<file path="src/rtl/mux_rr_mnton_pkg.sv">
// -----------------------------------------------------------------------------
// mux_pkg
// Shared definitions for the round-robin M:1 registered multiplexer.
//   mux_sw()   : select/grant width for an M-channel mux, never less than 1 bit
//   MODE_RR    : mode encoding for round-robin selection
//   MODE_FIXED : mode encoding for fixed S-driven selection
// -----------------------------------------------------------------------------
package mux_pkg;

  localparam logic MODE_RR    = 1'b0;
  localparam logic MODE_FIXED = 1'b1;

  // $clog2(2) is 1 but $clog2(1) is 0; clamp so index vectors always exist.
  function automatic int mux_sw(input int m);
    return (m > 2) ? $clog2(m) : 1;
  endfunction

endpackage

</file>
<file path="src/rtl/mux_rr_mnton_arb.sv">
// -----------------------------------------------------------------------------
// rr_arbiter_M
// Purely combinational rotate-priority encoder. Scans the request vector
// starting one past the pointer and wrapping at M-1 -> 0 (also for M that is
// not a power of two), returning the first requesting index.
// Ports:
//   req     [M]  : per-channel request
//   ptr     [SW] : index of the most recently granted channel
//   gnt_idx [SW] : granted channel index (0 when nothing is requested)
//   gnt_vld      : a grant exists
// -----------------------------------------------------------------------------
module rr_arbiter_M
  import mux_pkg::*;
#(
  parameter  int M  = 4,
  localparam int SW = mux_sw(M)
) (
  input  logic [M-1:0]  req,
  input  logic [SW-1:0] ptr,
  output logic [SW-1:0] gnt_idx,
  output logic          gnt_vld
);

  logic [SW-1:0] cand;

  always_comb begin
    gnt_idx = '0;
    gnt_vld = 1'b0;
    cand    = ptr;
    for (int step = 0; step < M; step++) begin
      // Explicit wrap so non-power-of-2 M never lands on an unused index.
      cand = (cand == SW'(M - 1)) ? '0 : cand + 1'b1;
      if (!gnt_vld && req[cand]) begin
        gnt_vld = 1'b1;
        gnt_idx = cand;
      end
    end
  end

endmodule

</file>
<file path="src/rtl/mux_rr_mnton.sv">
// -----------------------------------------------------------------------------
// mux_rr_mnton
// M-input, N-bit registered multiplexer with round-robin arbitration and
// valid/ready handshaking on both sides. One output register stage.
// Optional fixed-select mode is built only when MUX_RR_FIXED_EN is defined;
// otherwise mode and S are accepted but ignored.
// Ports:
//   clk      : clock, all state on rising edge
//   rst      : asynchronous active-low reset
//   en       : global enable; 0 freezes every register and drops ready_o
//   mode     : 0 round-robin, 1 fixed select by S (MUX_RR_FIXED_EN only)
//   S        : fixed-mode channel select
//   I        : flattened channel data, channel k at I[k*N +: N]
//   valid_i  : per-channel valid
//   ready_o  : per-channel accept, one-hot or zero
//   O        : registered output data
//   valid_o  : O holds valid data
//   ready_i  : downstream accept
//   grant_o  : channel index that produced O
// -----------------------------------------------------------------------------
module mux_rr_mnton
  import mux_pkg::*;
#(
  parameter  int N  = 32,
  parameter  int M  = 4,
  localparam int SW = mux_sw(M)
) (
  input  logic            clk,
  input  logic            rst,
  input  logic            en,
  input  logic            mode,
  input  logic [SW-1:0]   S,
  input  logic [M*N-1:0]  I,
  input  logic [M-1:0]    valid_i,
  output logic [M-1:0]    ready_o,
  output logic [N-1:0]    O,
  output logic            valid_o,
  input  logic            ready_i,
  output logic [SW-1:0]   grant_o
);

  logic [N-1:0]  ch [M];
  logic [SW-1:0] rr_idx;
  logic          rr_vld;
  logic [SW-1:0] gnt_sel_p0;
  logic          gnt_vld_p0;
  logic          load_p0;

  logic [N-1:0]  data_p1;
  logic          vld_p1;
  logic [SW-1:0] gnt_p1;
  logic [SW-1:0] ptr_p1;

  for (genvar k = 0; k < M; k++) begin : g_unpack
    assign ch[k] = I[k*N +: N];
  end

  rr_arbiter_M #(.M(M)) u_arb (
    .req     (valid_i),
    .ptr     (ptr_p1),
    .gnt_idx (rr_idx),
    .gnt_vld (rr_vld)
  );

`ifdef MUX_RR_FIXED_EN
  logic fix_vld;

  // Out-of-range S simply yields no grant.
  always_comb begin
    fix_vld = 1'b0;
    if (int'(S) < M) fix_vld = valid_i[S];
  end

  assign gnt_sel_p0 = (mode == MODE_FIXED) ? S       : rr_idx;
  assign gnt_vld_p0 = (mode == MODE_FIXED) ? fix_vld : rr_vld;
`else
  logic unused_fixed;
  assign unused_fixed = ^{mode, S};

  assign gnt_sel_p0 = rr_idx;
  assign gnt_vld_p0 = rr_vld;
`endif

  // Output register can take a new beat when empty or draining this edge.
  assign load_p0 = en && (!vld_p1 || ready_i);

  always_comb begin
    ready_o = '0;
    if (load_p0 && gnt_vld_p0) ready_o[gnt_sel_p0] = 1'b1;
  end

  // ---- stage p0 -> p1 : output register and rotation pointer ----
  always_ff @(posedge clk or negedge rst) begin
    if (!rst) begin
      data_p1 <= '0;
      vld_p1  <= 1'b0;
      gnt_p1  <= '0;
      ptr_p1  <= SW'(M - 1);
    end else if (load_p0) begin
      if (gnt_vld_p0) begin
        data_p1 <= ch[gnt_sel_p0];
        vld_p1  <= 1'b1;
        gnt_p1  <= gnt_sel_p0;
        // Fixed-mode grants also move the pointer so RR resumes fairly.
        ptr_p1  <= gnt_sel_p0;
      end else begin
        vld_p1  <= 1'b0;
      end
    end
  end

  assign O       = data_p1;
  assign valid_o = vld_p1;
  assign grant_o = gnt_p1;

endmodule

</file>
<file path="config.mk">
export PLATFORM = sky130hd
export DESIGN_NAME = mux_rr_mnton
export DESIGN_NICKNAME = d
export VERILOG_FILES = /design/src/rtl/mux_rr_mnton_pkg.sv /design/src/rtl/mux_rr_mnton_arb.sv /design/src/rtl/mux_rr_mnton.sv
export SDC_FILE = /design/constraint.sdc
export NUM_CORES = 1
export LEC_CHECK = 0
export BUFFER_PORTS_ARGS = -buffer_cell sky130_fd_sc_hd__buf_2
export CAP_MARGIN = 20
export CORE_ASPECT_RATIO = 2
export CORE_MARGIN = 2
export CORE_UTILIZATION = 41
export CTS_CLUSTER_DIAMETER = 50
export DETAILED_ROUTE_END_ITERATION = 7
export GPL_TIMING_DRIVEN = 1
export PLACE_DENSITY = 0.84
export SETUP_SLACK_MARGIN = 0.15
export SYNTH_ARGS = -nofsm -noshare
export SYNTH_HDL_FRONTEND = slang
export SYNTH_HIERARCHICAL = 1
export SYNTH_SLANG_ARGS = --single-unit
</file>
<file path="constraint.sdc">
create_clock -name clk -period 3.5 [get_ports clk]
set_clock_uncertainty 0.15 [all_clocks]
set_input_delay 0.7 -clock clk [delete_from_list [all_inputs] [get_ports clk]]
set_output_delay 0.7 -clock clk [all_outputs]
set_load 0.01 [all_outputs]
</file>
==> results.cfg <==
[place]
port_buffers = 174
gp_weighted_congestion = 0.832
placedInstanceArea_sq_mm = 0.00331
hpwlAfterDp_um = 5220
place.detailed.instances = 370

[detailed_routing]
route.detailed.vias_per_inst = 5.43
ant_nets = 0
via_count = 2051
drt_wl_total_um = 6500
routed_wire_per_std_cell_um = 17.2
drc = 0
drt-pass1-iter-count = 4
drt_iter0_drc = 96

[cts]
clock_path_buffers = 2
cts_tree = done
cts_inserted_buffers = 5
post_cts_resized = 0
cts.repair_timing.setup_buffer_count = 0
clock_latency_ps = 270
numClockSinks = 37
ctsRootBufferMaster = sky130_fd_sc_hd__clkbuf_16
cts_hold_repair.buffers = 0
h-tree-depth = 2
clkSlewWorstSetupHoldPaths_ps = 50

[timing]
maxClockFrequency_mhz = 326
post_route_clock_period_utilization_pct = 87.8
finalHoldViolations = 0
setup_tns_ps = 0
slew_headroom_pct = 44.7
worst-slew-pin-transition_ps = 829
rsz0062_at_grt = no
min_period_ps = 3070
slew_violations = 0
finalSetupViolCount = 0

[setup_path]
crit_slowest_cell = sky130_fd_sc_hd__dfstp_2
worst-endpoint-required_ps = 2650
timing.critical_path.slowest_cell_delay_ps = 600
path_buf_inv = 2
kind_of_launch_point_of_the_worst_setup_path = flip-flop
critical-path-top-delay-family = flip-flops
timing.critical_path.arrival_ps = 2220
critical_path_peak_fanout = 15
critPathCaptureType = output port
critical_path_class = flip-flop to output port
timing.critical_path.cells = ha_1 > nand2_2 > a21oi_1 > nor3_2 > buf_4 > and3b_1 > buf_2

[floorplanning]
design.core.area_sq_mm = 0.00566
floorplan.die.height_um = 112
row_count = 39
die_area_sq_mm = 0.00649
boundaryPins = 178
initial_core_util_pct = 42.2
die_x_um = 58.0

[layout]
antenna_cells = 0
final_net_count = 456
final.fill_count = 453
layout.cell_area.non_filler_sq_mm = 0.00347
layout-drive-gt1-share_pct = 83.3
syn2layout_area_growth_pct = 45.4
post_layout_nonfiller_instances = 378

[global_routing]
largest_net_degree_at_the_start_of_global_routing = 38
grt_pass1_vias = 2269
groute.usage.overall_pct = 20.6
global_route.overflow_total = 0
antenna_found_initial = 0
grt_first_pass_wirelength_um = 10300

[synth]
synthSimpleGateAreaFrac_pct = 3.04
synthesis.yosys.warnings = 6
ys_seq_elements = 37
synth_adder_area_share_pct = 0.524
synthesis.area_sq_mm = 0.00239
synth.area.mux_share_pct = 50.3
synth-xor-area-share_pct = 0
synthCells = 140
synth_nets = 280
seq_area_frac_synth_pct = 38.9
asyncSetResetFlopFracSynth_pct = 100
synth_area_in_compound_gates_pct = 2.99
synth_top_family_by_area = multiplexers
synth_enable_flop_cells = 0
synthFlopType = sky130_fd_sc_hd__dfrtp_1
synth.avg_cell_area_sq_um = 17.1
netlist-cell-type-count = 25

[min_path]
hold_class = flip-flop to flip-flop

[pwr]
p_leak_uw = 0.00173
vdd.ir_drop.worst_mv = 0.556
power_per_cell_area_mw_per_mm2 = 852

[flow_run]
cap_viol_max_count = 0

[outcome]
outcome = finished, final reports clean
cell families after synthesis:
logic type / after synthesis
flops: 37
fa+ha+maj: 1
compound gates: 8
mux: 68
simple gates: 12
buf+inv: 14
registers in the layout, summed over array words and instances, names as in the netlist:
| name | flops |
|---|---|
| grant_o | 2 |
| valid_o | 1 |
| O | 32 |
| ptr_p1 | 2 |
worst reg2reg max path, cell delays in order, from the launching register on:
cell                      delay (ps)
sky130_fd_sc_hd__dfstp_2         600
sky130_fd_sc_hd__ha_1            300
sky130_fd_sc_hd__nand2_2         120
sky130_fd_sc_hd__a21oi_1          90
sky130_fd_sc_hd__nor3_2          200
sky130_fd_sc_hd__buf_4           350
sky130_fd_sc_hd__mux4_2          580
sky130_fd_sc_hd__mux2_4          270
cell usage after synthesis, types with 2 or more instances:
cell	instances	area share [%]
sky130_fd_sc_hd__inv_1	2	0.31
sky130_fd_sc_hd__mux2_4	20	13
sky130_fd_sc_hd__dfrtp_1	35	37
sky130_fd_sc_hd__a21oi_1	4	0.84
sky130_fd_sc_hd__nand2_1	2	0.31
sky130_fd_sc_hd__buf_12	2	1.7
sky130_fd_sc_hd__mux4_2	32	30
sky130_fd_sc_hd__buf_2	8	1.7
sky130_fd_sc_hd__and3b_1	2	0.73
sky130_fd_sc_hd__mux2_2	16	7.5
sky130_fd_sc_hd__dfstp_2	2	2.2
sky130_fd_sc_hd__nor3_1	2	0.42
cell usage in the layout, fill, tap and decap left out, drive strengths merged:
master     n
ha         1
mux2      36
o21ai      1
clkinv     1
mux4      32
and3       1
inv        2
a2111oi    1
and3b      2
a22o       1
clkbuf     7
nand2      3
nor2       1
a21oi      4
or4        1
nor3       2
o211a      1
buf      181
dfstp      2
dfrtp     35
nor3b      1
nand2b     1
worst paths after layout:
path	start	endpoint	slack, ps	depth (start not counted)
max	ptr_p1[0]	ready_o[2]	430	7
min	O[7]	O[7]	350	1
max reg2reg	ptr_p1[0]	O[4]	730	7
min reg2reg	O[7]	O[7]	350	1
max in group asynchronous	rst	O[3]	2300	1
min in group asynchronous	rst	O[10]	380	1
final cells by class:
cell class | instances | area (sq um) | share of cell area (%)
multi-input combinational | 89 | 1380 | 39.7
sequential | 37 | 928 | 26.7
timing repair buffer | 181 | 923 | 26.6
clock buffer | 7 | 153 | 4.40
tap | 61 | 76.3 | 2.20
inverter | 2 | 7.51 | 0.216
clock inverter | 1 | 5.00 | 0.144
layer usage:
metal	track usage (%)	share of wire, %	vias to the layer above
li1	-	-	915
met1	21.4	35	1032
met5	0	0	-
met3	2.56	5.2	14
met2	38.9	58	90
met4	9.46	2.3	0
report_power, final:
group / switching [uW] / leakage, uW / internal, uW
logic: 715 / 0.00122 / 1010
clock network: 159 / 0.0000799 / 301
registers: 116 / 0.000430 / 655
total: 989 / 0.00173 / 1970
per-stage QoR:
stage	util (%)	hold slack (ps)	worst slack [ps]	power, uW
detailed placement	58.6	338	649	2540
finish	61.3	348	429	2960
global placement	58.6	337	709	2470
CTS	61.3	352	399	3010
global route	61.3	355	260	3150
floorplan	-	254	737	2080
No activity file was read; power rests on OpenSTA's default activity.
